$ cat config.mk
export PLATFORM = sky130hd
export DESIGN_NAME = reaction_game_ctrl_flat
export DESIGN_NICKNAME = d
export VERILOG_FILES = /design/src/rtl/reaction_game_ctrl_pkg.sv /design/src/rtl/reaction_game_ctrl_if.sv /design/src/rtl/reaction_game_ctrl_button_sync_edge.sv /design/src/rtl/reaction_game_ctrl.sv /design/src/flat_wrapper.sv
export SDC_FILE = /design/constraint.sdc
export NUM_CORES = 1
export LEC_CHECK = 0
export CAP_MARGIN = 0
export CORE_MARGIN = 1
export CORE_UTILIZATION = 34
export CTS_BUF_LIST = sky130_fd_sc_hd__clkbuf_16
export DETAILED_ROUTE_END_ITERATION = 8
export DONT_BUFFER_PORTS = 1
export SYNTH_ARGS = -nofsm -noshare
export SYNTH_HDL_FRONTEND = slang
export SYNTH_SLANG_ARGS = --single-unit
$ cat constraint.sdc
create_clock -name clock -period 2.3 [get_ports clock]
set_clock_uncertainty 0.05 [all_clocks]
set_input_delay 0.345 -clock clock [delete_from_list [all_inputs] [get_ports clock]]
set_output_delay 0.345 -clock clock [all_outputs]
set_load 0.1 [all_outputs]
$ cat src/rtl/reaction_game_ctrl_pkg.sv
// Shared definitions for the reaction-time game: phase encoding seen by the
// countdown block and default sizing of the reaction counter.
package reaction_game_ctrl_pkg;

  typedef enum logic [1:0] {
    ST_IDLE  = 2'd0,
    ST_LOAD  = 2'd1,
    ST_WAIT  = 2'd2,
    ST_REACT = 2'd3
  } game_state_e;

  localparam int unsigned DEFAULT_MAX_REACT = 999;
  localparam int unsigned DEFAULT_TW        = 10;

endpackage

$ cat src/rtl/reaction_game_ctrl_if.sv
// Game-controller signal bundle: player/countdown inputs and result outputs.
interface reaction_game_ctrl_if #(
  parameter int unsigned TW = 10
);

  logic          button;
  logic          done;
  logic [1:0]    state;
  logic          led;
  logic [TW-1:0] reaction_time;
  logic          result_valid;
  logic [TW-1:0] best_time;
  logic          early;
  logic          timeout;

  modport master (
    input  button, done,
    output state, led, reaction_time, result_valid, best_time, early, timeout
  );

  modport slave (
    output button, done,
    input  state, led, reaction_time, result_valid, best_time, early, timeout
  );

endinterface

$ cat src/rtl/reaction_game_ctrl_button_sync_edge.sv
// Two-flop synchronizer for an asynchronous pushbutton followed by a
// rising-edge detector producing a single-cycle press pulse.
module button_sync_edge (
  input  logic clk,
  input  logic rst_n,
  input  logic btn_async,
  output logic press
);

  // [0],[1] form the synchronizer; [2] is the delayed copy for edge detection
  logic [2:0] sync_q, sync_d;

  always_comb begin
    sync_d = {sync_q[1:0], btn_async};
  end

  always_ff @(posedge clk or negedge rst_n) begin
    if (!rst_n) begin
      sync_q <= '0;
    end else begin
      sync_q <= sync_d;
    end
  end

  assign press = sync_q[1] & ~sync_q[2];

endmodule

$ cat src/rtl/reaction_game_ctrl.sv
// Reaction-game sequencer: drives the countdown phase bus, lights the stimulus
// LED, measures response time and tracks best time plus early/timeout faults.
module reaction_game_ctrl
  import reaction_game_ctrl_pkg::*;
#(
  parameter int unsigned MAX_REACT = DEFAULT_MAX_REACT,
  parameter int unsigned TW        = DEFAULT_TW
) (
  input  logic                 clock,
  input  logic                 reset_n,
  reaction_game_ctrl_if.master bus
);

  localparam logic [TW-1:0] MAX_T = TW'(MAX_REACT);

  logic press;

  game_state_e   state_q, state_d;
  logic [TW-1:0] cnt_q, cnt_d;
  logic [TW-1:0] rt_q, rt_d;
  logic [TW-1:0] best_q, best_d;
  logic          rv_q, rv_d;
  logic          early_q, early_d;
  logic          to_q, to_d;
  logic          led_q, led_d;

  button_sync_edge u_btn (
    .clk       (clock),
    .rst_n     (reset_n),
    .btn_async (bus.button),
    .press     (press)
  );

  always_comb begin
    state_d = state_q;
    cnt_d   = cnt_q;
    rt_d    = rt_q;
    best_d  = best_q;
    rv_d    = 1'b0;
    early_d = early_q;
    to_d    = to_q;

    case (state_q)
      ST_IDLE: begin
        if (press) begin
          early_d = 1'b0;
          to_d    = 1'b0;
          state_d = ST_LOAD;
        end
      end
      ST_LOAD: state_d = ST_WAIT;
      ST_WAIT: begin
        // a press coinciding with done is still an early fault
        if (press) begin
          early_d = 1'b1;
          state_d = ST_IDLE;
        end else if (bus.done) begin
          cnt_d   = '0;
          state_d = ST_REACT;
        end
      end
      ST_REACT: begin
        if (press) begin
          rt_d    = cnt_q;
          rv_d    = 1'b1;
          if (cnt_q < best_q) begin
            best_d = cnt_q;
          end
          state_d = ST_IDLE;
        end else if (cnt_q == MAX_T) begin
          to_d    = 1'b1;
          rt_d    = MAX_T;
          state_d = ST_IDLE;
        end else begin
          cnt_d = cnt_q + TW'(1);
        end
      end
      default: state_d = ST_IDLE;
    endcase

    // led is registered from the next phase so it tracks state exactly
    led_d = (state_d == ST_REACT);
  end

  always_ff @(posedge clock or negedge reset_n) begin
    if (!reset_n) begin
      state_q <= ST_IDLE;
      cnt_q   <= '0;
      rt_q    <= '0;
      best_q  <= '1;
      rv_q    <= 1'b0;
      early_q <= 1'b0;
      to_q    <= 1'b0;
      led_q   <= 1'b0;
    end else begin
      state_q <= state_d;
      cnt_q   <= cnt_d;
      rt_q    <= rt_d;
      best_q  <= best_d;
      rv_q    <= rv_d;
      early_q <= early_d;
      to_q    <= to_d;
      led_q   <= led_d;
    end
  end

  assign bus.state         = state_q;
  assign bus.led           = led_q;
  assign bus.reaction_time = rt_q;
  assign bus.result_valid  = rv_q;
  assign bus.best_time     = best_q;
  assign bus.early         = early_q;
  assign bus.timeout       = to_q;

endmodule

$ cat src/flat_wrapper.sv
// flat-port wrapper written by rule: the top's interface ports become plain ports
module reaction_game_ctrl_flat import reaction_game_ctrl_pkg::*;
#(
  parameter int unsigned MAX_REACT = DEFAULT_MAX_REACT,
  parameter int unsigned TW        = DEFAULT_TW
)
  (clock, reset_n, bus_button, bus_done, bus_state, bus_led, bus_reaction_time, bus_result_valid, bus_best_time, bus_early, bus_timeout);
  reaction_game_ctrl_if #(.TW(TW)) bus_i ();
  input  logic clock;
  input  logic reset_n;
  input wire logic [$bits(bus_i.button)-1:0] bus_button;
  input wire logic [$bits(bus_i.done)-1:0] bus_done;
  output wire logic [$bits(bus_i.state)-1:0] bus_state;
  output wire logic [$bits(bus_i.led)-1:0] bus_led;
  output wire logic [$bits(bus_i.reaction_time)-1:0] bus_reaction_time;
  output wire logic [$bits(bus_i.result_valid)-1:0] bus_result_valid;
  output wire logic [$bits(bus_i.best_time)-1:0] bus_best_time;
  output wire logic [$bits(bus_i.early)-1:0] bus_early;
  output wire logic [$bits(bus_i.timeout)-1:0] bus_timeout;
  assign bus_i.button = bus_button;
  assign bus_i.done = bus_done;
  assign bus_state = bus_i.state;
  assign bus_led = bus_i.led;
  assign bus_reaction_time = bus_i.reaction_time;
  assign bus_result_valid = bus_i.result_valid;
  assign bus_best_time = bus_i.best_time;
  assign bus_early = bus_i.early;
  assign bus_timeout = bus_i.timeout;
  reaction_game_ctrl #(.MAX_REACT(MAX_REACT), .TW(TW)) u_core (.clock(clock), .reset_n(reset_n), .bus(bus_i));
endmodule
======== After elaboration in Yosys (flattened, before gate mapping) ========
Index checks and enable logic that the tools add are counted.
storage, ports and cells
  bits in registers ....................... 39
  input bits .............................. 4
  output and inout port bits .............. 26
  logic and storage cells ................. 56
operators by class
  add/sub/neg operators ................... 1
  $lt $le $gt $ge ......................... 1
  eq/ne operators ......................... 12
  muxes and demuxes ....................... 21
  bitwise gates (word level) .............. 2
  reductions and logical operators ........ 10
operator list
  operator               number
  $mux 10                6
  $pmux 10 s2            1
  $add 10x1->10 const B  1
  $eq 10x10->1 const B   1
  $lt 10x10->1           1
  $mux 2                 5
  $ne 2x2->1 const B     4
  $pmux 2 s4             1
  $reduce_bool 2->1      4
  $eq 2x2->1 const B     3
  $mux 1                 6
  $ne 2x1->1 const B     3
  $reduce_and 3->1       2
  $reduce_and 5->1       1
  $pmux 1 s2             2
  $reduce_and 4->1       1
  $eq 2x1->1 const B     1
  $logic_not 2->1        1
  $reduce_and 2->1       1
  $and 1x1->1            1
  $not 1->1              1

======== Depth between registers and ports, before layout ========
Gate-level depths: netlist (run 1).
  word-level depth ........................ 5
  depth in mapped cells ................... 8
  gate-level depth less buffers ........... 8

======== Cells and area by module ========
From an unflattened synthesis (run 1), not the netlist that was laid out.
unflattened totals
  cells, all modules ...................... 160
  area, all modules ....................... 1884.3 um^2
by module, submodules not included
  module              instances  cells an instance  area an instance (um^2)  sequential area each (um^2)
  reaction_game_ctrl  1          156                1795.5                   913.4
  button_sync_edge    1          4                  88.8                     75.1

======== Worst setup path after synthesis (run 1) ========
No wires, ideal clock.
  path type ............................... register to register
  start point ............................. register u_core.best_q[4] (netlist: u_core.bus.best_time[4])
  end point ............................... register u_core.best_q[0] (netlist: u_core.bus.best_time[0])
  library setup time ...................... 0.082 ns
  data arrival time ....................... 2.277 ns
  data required time ...................... 2.168 ns
  setup slack ............................. -0.109 ns
  cell stages (with the launch flop) ...... 7
  buffers on the path ..................... 0
  period minus slack after synthesis ...... 2.409 ns
  cells stage by stage .................... dfstp_2 > inv_1 > ha_1 > nand4_1 > o221a_2 > o21ai_4 > mux2_2
on the way
  longest elaborated chain between the ends .. 2
RTL lines
  what                        line                      source
  start: declaration          reaction_game_ctrl.sv:21  logic [TW-1:0] best_q, best_d;
  start signal: assignment    reaction_game_ctrl.sv:99  best_q <= best_d;
  $lt 10x10->1                reaction_game_ctrl.sv:66  if (cnt_q < best_q) begin
  $reduce_and 3->1 (no line)  n/a
Every way passes these cells.
A chain may end at the register's enable or synchronous reset.

======== Worst setup path after layout (run 1) ========
  start point ............................. register u_core.best_q[5] (netlist: u_core.bus.best_time[5])
  end point ............................... register u_core.best_q[1] (netlist: u_core.bus.best_time[1])
The elaborated chain is that of the path after synthesis.

==> impl_results.md, run 1 <==
- CP top delay family: compound AO/OA/AOI/OAI gates
- Drt total wl: 4140 µm
- Hold Vio Cnt, Final: 0
- CP Cell Sequence: inv_1 > ha_1 > nand4_1 > o221a_2 > o21ai_4 > mux2_2
- Area leader, netlist: dfrtp_1
- Max Root-Sink Buffers: 2
- Aggregate global routing overflow: 0
- Share of layout cells above drive strength 1: 34.5%
- Total Routing Usage GR: 16.9%
- Area grow syn2layout: 27.2%
- WP data arrival: about 2.4 ns
- Vias in the first global route: 1391
- Starting density of the core: between 30% and 40%
- Drt pass-1 iters: 4
- Clock transition at path regs: 0.05 ns
- Post-Layout Cell Count: 264
- Hpwl dp: 3130 µm
- Max Cap Viol: 0
- DR iter-0 viols: 54
- Mean post-synth cell area: 11.6 µm²
- CP max stage delay: 0.61 ns
- CTS tree: yes
- # diodes: 0
- Vias/cell: 5.08
- Slowest stage cell, crit path: dfstp_4
- Worst-skew pair later-pin latency: 0.28 ns
- Critical path data required time: 2.46 ns
- Sequential area share after synthesis: 54.5%
- Antenna violations before repair: 0
- Top cell type's share of synthesized area: 40.0%
- Top Ports: 30
- Crit share post-route: 95.6%
- Final Setup Violations: 0
- TritonCTS Buffers: 5
- Status: completed
- Worst min path class: input port to flop
- Die Span Y: about 75 µm
- Startpoint Class: flop
- Fmax: around 0.45 GHz
- Slew Viols, Final: 0
- R2r setup slk: 0.10 ns
- Minimum hold slack: approximately 0.042 ns
- Total number of vias: approximately 1.3k
- Wirelength per Cell: 15.7 µm
- Async set-reset flop share out of synthesis: 100%
- Top FF cell, synth: dfrtp_1
- Largest net degree at the start of global routing: 40
- Layout Nets: 207
- Worst slew pin tran: 0.902 ns
- Num rows: 26
- RSZ-0062 raised after global routing: false
- Die area: approximately 5600 µm²
- Syn Nets: roughly 170
- Placed cells: between 200 and 300
- Max-slew headroom: between 30% and 40%
- Flops & latches, synth: 39
- ANT nets after route: 0
- Mapped Cells: 157
- Chip width: 75.0 µm
- CP Max Fanout: 10
- Port Buffers: 0
- Clk sinks: 39
- First-pass GRT wire length: a little under 7000 µm
- Core box area: 5110 µm²
- CP Buf/Inv Count: 1
- DRC Markers: 0
- CP Capture Type: flop
- YS warnings: 0
- RePlAce Congestion: roughly 0.8
- Post-synth EDFFs: 0
- Setup_tns: 0 ns
- CTS root buf: clkbuf_16
- Post-synth cell types: 37
- Crit Path Category: flop to flop
- Mapped Area: 1810 µm²
- Largest cells by area after synthesis: dfrtp_1, dfstp_2, ha_1
- H-tree depth: 2
- Tmin final: 2.20 ns
==> layer usage <==
layer  share of wire (%)  up-vias  GRT usage [%]
li1                    -      633              -
met1                  42      675           19.9
met4                 1.2        0           5.03
met2                  51       27           29.1
met3                 5.7        7           5.89
met5                   0        -              0
==> repair_timing <==
item / in CTS / in global routing
hold buffers: 2 / 0
endpoints found under the hold margin: 39 / 0
buffers inserted: 0 / 0
setup endpoints to repair: 0 / 8
gates resized for setup: 0 / 1
==> logic make-up after synthesis <==
group                    Yosys count  synth area share, %
AO/OA/AOI/OAI                     31                 12.4
XOR/XNOR                           5                 2.41
adder cells (fa/ha/maj)           10                 6.90
buffers and inverters             18                 3.86
flip-flops                        39                 54.5
multiplexers                      12                 7.31
AND/OR/NAND/NOR                   42                 12.6
==> registers in the layout, indices dropped and copies added, names as in the netlist <==
register and flops:
u_core.bus.best_time 10, u_core.bus.early 1, u_core.bus.led 1, u_core.bus.reaction_time 10, u_core.bus.result_valid 1, u_core.bus.state 2
u_core.bus.timeout 1, u_core.cnt_q 10, u_core.u_btn.sync_q 3
==> per-stage QoR <==
step	setup WS (ns)	cell area [µm²]	util, %
6_report	0.101	2310	45.2
5_1_grt	0.0189	2310	45.2
4_1_cts	0.0544	2300	45.1
3_5_place_dp	0.0661	2140	41.8
3_3_place_gp	0.182	2140	41.8
2_1_floorplan	0.0154	1840	-
==> path summary, 6_finish.rpt <==
kind                       cells past startpoint                             endpoint                                 from
max reg2reg                                    6  u_core.bus.best_time[1]$_DFFE_PN1P_  u_core.bus.best_time[5]$_DFFE_PN1P_
max                                            6  u_core.bus.best_time[1]$_DFFE_PN1P_  u_core.bus.best_time[5]$_DFFE_PN1P_
min in group asynchronous                      2          u_core.cnt_q[7]$_DFFE_PN0P_                              reset_n
min reg2reg                                    0     u_core.u_btn.sync_q[1]$_DFF_PN0_     u_core.u_btn.sync_q[0]$_DFF_PN0_
max in group asynchronous                      2  u_core.bus.best_time[0]$_DFFE_PN1P_                              reset_n
min                                            0     u_core.u_btn.sync_q[0]$_DFF_PN0_                           bus_button
==> area by class of cell <==
class	count	area [µm²]
multi-input cells	100	761
repair buffers	32	255
clock buffers	5	125
fillers	503	2800
well taps	70	87.6
clock inverters	3	12.5
inverters	15	56.3
flip-flops and latches	39	1010
==> layout by cell type (no fill, tap or decap), types with 2 or more instances in the layout <==
cell type  netlist  routed
buf_4            0      30
dfrtp_1         29      29
inv_1           14      15
nor2_1          10      10
mux2_2          10      10
ha_1            10      10
o21ai_0          8       8
a21oi_1          7       7
nand4_1          7       7
o22a_1           7       7
nand2_1          6       6
dfstp_4          0       6
clkbuf_16        0       5
xor2_1           4       4
dfstp_2         10       4
nand3_1          3       3
nand2b_1         2       2
and3_1           2       2
and4_1           2       2
nor3_1           3       2
mux2i_1          2       2
and3_2           2       2
==> Yosys cell counts, types with 2 or more instances <==
cell type  number
a21oi_1         7
and3_1          2
and3_2          2
and4_1          2
nand2b_1        2
ha_1           10
xor2_1          4
nand3_1         3
nor2_1         10
o22a_1          7
o21ai_0         8
dfstp_2        10
nand2_1         6
nor3_1          3
inv_1          14
buf_2           2
dfrtp_1        29
mux2i_1         2
nand4_1         7
mux2_2         10
==> worst register-to-register path: cells and delay by family, from the launching register on <==
family | cells | cell delay (ns)
simple gates | 1 | 0.11
mux | 1 | 0.39
compound gates | 2 | 0.63
fa+ha+maj | 1 | 0.31
flops | 1 | 0.61
buf+inv | 1 | 0.04
Power of run 1 is left out: the tool's default activity adds up to more than one toggle a clock period on the data nets, which glitch-free logic cannot reach.
==> inputs of run 2 (changes only) <==
Settings changed: PLACE_DENSITY_LB_ADDON from default to 0.25, SYNTH_HIERARCHICAL from default to 1.
==> run 2 against run 1 <==
Global-route usage is 0.85 points lower. First-iteration DRC count is 30% higher. Routed wire length is 4.6% higher. Critical endpoint is now u_core/bus.best_time[7]$_DFFE_PN1P_. Die area is 3.8% higher. Register-to-register slack worse by 0.02 ns. Via count is 3.9% higher. Design area is 12% higher. Setup slack worse by 0.025 ns.
==> impl_results.md, run 2 <==
- Clk sinks: 39
- Hold Path Depth: 0
- Chip width: around 76 µm
- Top Ports: 30
- Minimum hold slack: 0.0342 ns
- CTS root buf: clkbuf_16
- Dpl ws: -0.00902 ns
- Slowest stage cell, crit path: dfstp_4
- Drt pass-1 iters: 4
- Pwr per Cell Area: 1200 nW/µm²
- Fmax: 0.450 GHz
- Total number of vias: 1395
- CP Cell Sequence: inv_4 > ha_4 > and3_4 > nand3_4 > a21oi_4 > a2111oi_4 > buf_4 > mux2_4
- YS warnings: 6
- Hpwl dp: 2960 µm
- Worst-skew pair later-pin latency: 0.28 ns
- WP data arrival: 2.39 ns
- Worst R2R Start: u_core/bus.best_time[8]$_DFFE_PN1P_
- Most numerous cell in the Yosys netlist: dfrtp_1
- Status: completed
- Mapped Area: 1880 µm²
- Area grow syn2layout: 37.5%
- CP max stage delay: roughly 0.63 ns
- Wirelength per Cell: 16.4 µm
- Tmin final: ~2.2 ns
- Sequential area share after synthesis: roughly 52%
- Leak: 0.00111 µW
- Max Cap Viol: 0
- Top cell type's share of synthesized area: 38.5%
- Worst setup margin: between 0.07 and 0.08 ns
- CTS tree: yes
- ANT nets after route: 0
- DRC Markers: 0
- R2r setup slk: 0.08 ns
- Antenna violations before repair: 0
- Crit share post-route: between 90% and 100%
- Final Setup Violations: 0
- Max-slew headroom: 38.7%
- Register-to-Register Path Depth: 8
- Crit Path Category: flop to flop
- R2R Path End: u_core/bus.best_time[7]$_DFFE_PN1P_
- Post-synth cell types: 41
- Num rows: 26
- First-pass GRT wire length: 7310 µm
- Port Buffers: 0
- # diodes: 0
- Post-synth EDFFs: 0
- Max Root-Sink Buffers: 2
- Post-Layout Cell Count: 264
- Most common cell after layout, fill and taps aside: dfrtp_1
- Slew Viols, Final: 0
- CP Capture Type: flop
- Total Routing Usage GR: 16.1%
- Maximum vdd drop: 0.814 mV
- Synth cell count leaders: dfrtp_1, mux2_2
- Overall Power: 3100 µW
- Setup crit start: u_core/bus.best_time[8]$_DFFE_PN1P_
- Async set-reset flop share out of synthesis: 100%
- Flops & latches, synth: 39
- Worst min path class: input port to flop
- Startpoint Class: flop
- H-tree depth: 2
- Layout Nets: 207
- CP Max Fanout: 4
- Mapped Cells: 160
- TritonCTS Buffers: 5
- RSZ-0062 raised after global routing: false
- Vias/cell: 5.28
- Worst slew pin tran: 0.913 ns
- Placed cells: 254
- Critical path data required time: 2.46 ns
- Share of layout cells above drive strength 1: 40.7%
- Die Span Y: 76.4 µm
- Core box area: 5240 µm²
- Syn Nets: 174
- Area leader, netlist: dfrtp_1
- Aggregate global routing overflow: 0
- Clock transition at path regs: 0.06 ns
- DR iter-0 viols: 70
- Worst setup path end: u_core/bus.best_time[7]$_DFFE_PN1P_
- Largest cells by area after synthesis: dfrtp_1, dfstp_2, ha_1
- RePlAce Congestion: between 0.8 and 0.9
- Die area: 5840 µm²
- Vias in the first global route: 1498
- Starting density of the core: between 30% and 40%
- Hold Vio Cnt, Final: 0
- Drt total wl: 4330 µm
- Largest net degree at the start of global routing: 40
- Fin util: 49.5%
- Top FF cell, synth: dfrtp_1
- Mean post-synth cell area: 11.8 µm²
- Most frequent cells in the layout: dfrtp_1, buf_4, nor2_1, nand2_1, mux2_4
[run 2: changes by cell type in the layout (fill, tap and decap cells not counted), sizes merged, moves of 4 or more]
cell	change
a221o	+8
o22a	-8
o21ai	-6
inv	-5
nand4	-5
xnor2	+5
nand2	+4
[run 2: layer usage]
layer  GRT usage (%)  wire [µm]  vias to the layer above
met5               0          0                        -
met4            7.31         56                        0
met3            5.27        195                        6
met2            26.8       2240                       30
met1            18.7       1830                      706
li1                -          -                      653
[run 2: metrics by stage]
stage	instance area [µm²]	TNS, ns
6_report	2590	0
3_5_place_dp	2220	-0.00955
5_1_grt	2590	0
4_1_cts	2480	-0.0384
3_3_place_gp	2220	0
2_1_floorplan	1930	-2.53
[run 2: logic make-up (layout without fill, tap and decap cells)]
family                     after synthesis  after routing  share of synthesized area (%)
and+or+nand+nor                         47             47                           13.7
DFF                                     39             39                           52.5
AOI/OAI and AO/OA                       30             30                           13.7
buffers and inverters                   15             49                           3.05
muxes                                   12             12                           7.10
adders and majority gates               10             10                           6.64
xor gates and xnor gates                 7              7                           3.25
[run 2: layout make-up]
class	instances	area [µm²]
fill	440	2650
sequential	39	1020
multi-input combinational	106	995
timing repair buffer	31	255
clock buffer	5	125
tap	70	87.6
clock inverter	3	71.3
inverter	10	40.0
[run 2: timing repair]
item                                    4_1_cts  5_1_grt
cloned                                        0        0
pin swaps                                     3        9
hold buffers                                  2        0
endpoints found under the setup margin        7       11
buffers inserted                              1        0
gates resized for setup                       4       23
endpoints found under the hold margin        39        0
[run 2: power breakdown]
group | internal [µW] | total, µW | switching (µW)
Clock | 629 | 910 | 282
Combinational | 358 | 1050 | 689
Sequential | 812 | 1140 | 330
[run 2: worst min-delay path by stage]
stage,slack [ns],end,from
finish,0.03,u_core/u_btn/sync_q[0]$_DFF_PN0_,bus_button
global route,0.02,u_core/u_btn/sync_q[0]$_DFF_PN0_,bus_button
CTS,0.03,u_core/u_btn/sync_q[0]$_DFF_PN0_,bus_button
detailed placement,0.0002,u_core/u_btn/sync_q[0]$_DFF_PN0_,reset_n
global placement,0.0002,u_core/u_btn/sync_q[0]$_DFF_PN0_,reset_n
floorplan,-0.0006,u_core/bus.early$_DFFE_PN0P_,reset_n
[run 2: critical path: cells and delay by family, from the launching register on]
kind                     cells  cell delay (ns)
flip-flops                   1             0.63
AO/OA/AOI/OAI                2             0.43
multiplexers                 1             0.30
AND/OR/NAND/NOR              2             0.27
buffers and inverters        2             0.26
adder cells (fa/ha/maj)      1             0.20
No activity file was read; power rests on OpenSTA's default activity.
==> inputs of run 3 (changes only) <==
Settings changed: CORE_UTILIZATION 34 to 36, SETUP_SLACK_MARGIN from default to 0.1.
==> run 3 against run 2 <==
Critical endpoint is now u_core/bus.best_time[6]$_DFFE_PN1P_. Setup slack worse by 0.061 ns. Non-clock buffer count grew 5. Largest cell class unchanged. Combinational power grew 8%. Via count increased by 1.6%. Critical path depth down 1. Flip-flop and latch count is the same. Sequential share of layout area grew 0.34 points. Core utilization grew 3.4 points. Power down 3.5%. Sequential power up 4%. Final cell count rose by 0.76%.
==> impl_results.md, run 3 (same netlist as run 2, synthesis figures left out) <==
- Leak: 0.00111 µW
- Crit share post-route: 99.3%
- Clk sinks: 39
- Dpl ws: -0.0198 ns
- Num rows: 25
- Die Span Y: 74.3 µm
- Max Root-Sink Buffers: 2
- Status: completed
- Chip width: 74.3 µm
- Hpwl dp: 3170 µm
- DRC Markers: 0
- Tmin final: 2.28 ns
- TritonCTS Buffers: 5
- CTS root buf: clkbuf_16
- Pwr per Cell Area: 1160 nW/µm²
- Critical path data required time: 2.46 ns
- FF+latch area: 1020 µm²
- Antenna violations before repair: 0
- Clock Power Share: roughly 23%
- Total Routing Usage GR: 18.4%
- DR iter-0 viols: 74
- Total number of vias: 1417
- Cell area after placement: 2250 µm²
- Worst min path class: input port to flop
- Sequential power share: 39.4%
- Fin util: between 50% and 60%
- RSZ-0062 raised after global routing: true
- Setup_tns: 0 ns
- Layout Nets: roughly 210
- Vias in the first global route: 1502
- # diodes: 0
- Hold Path Depth: 0
- Port Buffers: 0
- Max-slew headroom: 38.2%
- H-tree depth: 2
- Vias/cell: 5.33
- Starting density of the core: 38.6%
- Top Ports: 30
- Post-Layout Cell Count: 266
- Drt total wl: 4790 µm
- Wirelength per Cell: 18.0 µm
- Core box area: 4880 µm²
- Register-to-Register Path Depth: 7
- Aggregate global routing overflow: 0
- RePlAce Congestion: 0.788
- Net Sw Frac: a little under half
- Net Switching: between 1000 and 1500 µW
- WP data arrival: between 2 and 2.5 ns
- Area grow syn2layout: 36.8%
- Maximum vdd drop: ~0.66 mV
- Worst-skew pair later-pin latency: 0.28 ns
- Share of layout cells above drive strength 1: between 40% and 50%
- Most common cell after layout, fill and taps aside: buf_4
- CTS tree: yes
- Multi-input gate area: around 1000 µm²
- Clock transition at path regs: 0.06 ns
- Fmax: roughly 0.44 GHz
- CP Max Fanout: 7
- R2r setup slk: approximately 0.016 ns
- Crit Path Category: flop to flop
- Worst setup margin: 0.0158 ns
- Drt pass-1 iters: 4
- Startpoint Class: flop
- Slew Viols, Final: 0
- ANT nets after route: 0
- Part of the power in combinational logic: 37.9%
- Hold Vio Cnt, Final: 0
- Placed cells: 255
- First-pass GRT wire length: 7560 µm
- Largest net degree at the start of global routing: 40
- CP Capture Type: flop
- Worst slew pin tran: 0.928 ns
- Max Cap Viol: 0
- Die area: approximately 5500 µm²
- Final Setup Violations: 0
- Post-route cell area: 2580 µm²
- Fillers: 450
- Most frequent cells in the layout: buf_4, dfrtp_1, nor2_1, nand2_1, mux2_4
- Internal: around 1600 µW
## run 3: cell count changes in the layout (fill, tap and decap cells not counted), sizes merged
cell / before / now
clkinvlp: 0 / 2
bufinv: 2 / 0
clkinv: 0 / 1
buf: 30 / 35
inv: 11 / 10
## run 3: per-layer routing
| layer | part of all wire, % | global-route usage (%) |
|---|---|---|
| met1 | 42 | 23.3 |
| met2 | 52 | 30.8 |
| met3 | 4.7 | 4.07 |
| met4 | 2.0 | 6.92 |
| met5 | 0 | 0 |
## run 3: what timing repair did
action	in CTS	in global routing
hold endpoints to repair	39	0
setup buffers	1	0
pin swaps	6	6
hold buffers	2	0
gates resized for setup	18	10
endpoints found under the setup margin	10	19
cloned	0	0
## run 3: worst paths after layout
path / startpoint / end
hold / removal: bus_button / u_core/u_btn/sync_q[0]$_DFF_PN0_
max in group asynchronous: reset_n / u_core/bus.best_time[8]$_DFFE_PN1P_
min in group asynchronous: reset_n / u_core/bus.reaction_time[9]$_DFFE_PN0P_
hold reg to reg: u_core/u_btn/sync_q[0]$_DFF_PN0_ / u_core/u_btn/sync_q[1]$_DFF_PN0_
setup reg to reg: u_core/bus.best_time[5]$_DFFE_PN1P_ / u_core/bus.best_time[6]$_DFFE_PN1P_
setup / recovery: u_core/bus.best_time[5]$_DFFE_PN1P_ / u_core/bus.best_time[6]$_DFFE_PN1P_
## run 3: area by class of cell
class / count / share of cell area (%)
clock inverters: 3 / 0.777
flip-flops and latches: 39 / 39.6
well taps: 67 / 3.25
clock buffers: 5 / 4.85
inverters: 10 / 1.55
repair buffers: 36 / 11.4
multi-input cells: 106 / 38.6
## run 3: per-stage QoR
stage                     hold WS (ns)  power (µW)
after detailed placement      0.000278        2110
final                           0.0420        2990
after global placement        0.000391        2080
after global routing            0.0322        3100
after CTS                       0.0370        2920
after floorplan              -0.000591        1870
## run 3: power groups by stage
stage	clock network [µW]	logic [µW]	registers, µW
after detailed placement	0	926	1180
after global placement	0	905	1180
after global routing	715	1190	1200
after floorplan	0	349	1520
final	678	1130	1180
after CTS	686	1070	1170
## run 3: worst max-delay path: stages, from the launching register on
cell and delay, ns:
dfstp_4 0.61, inv_1 0.09, ha_4 0.28, a41oi_4 0.25, nor4bb_4 0.08, a2111oi_4 0.32
buf_6 0.21, mux2_4 0.31
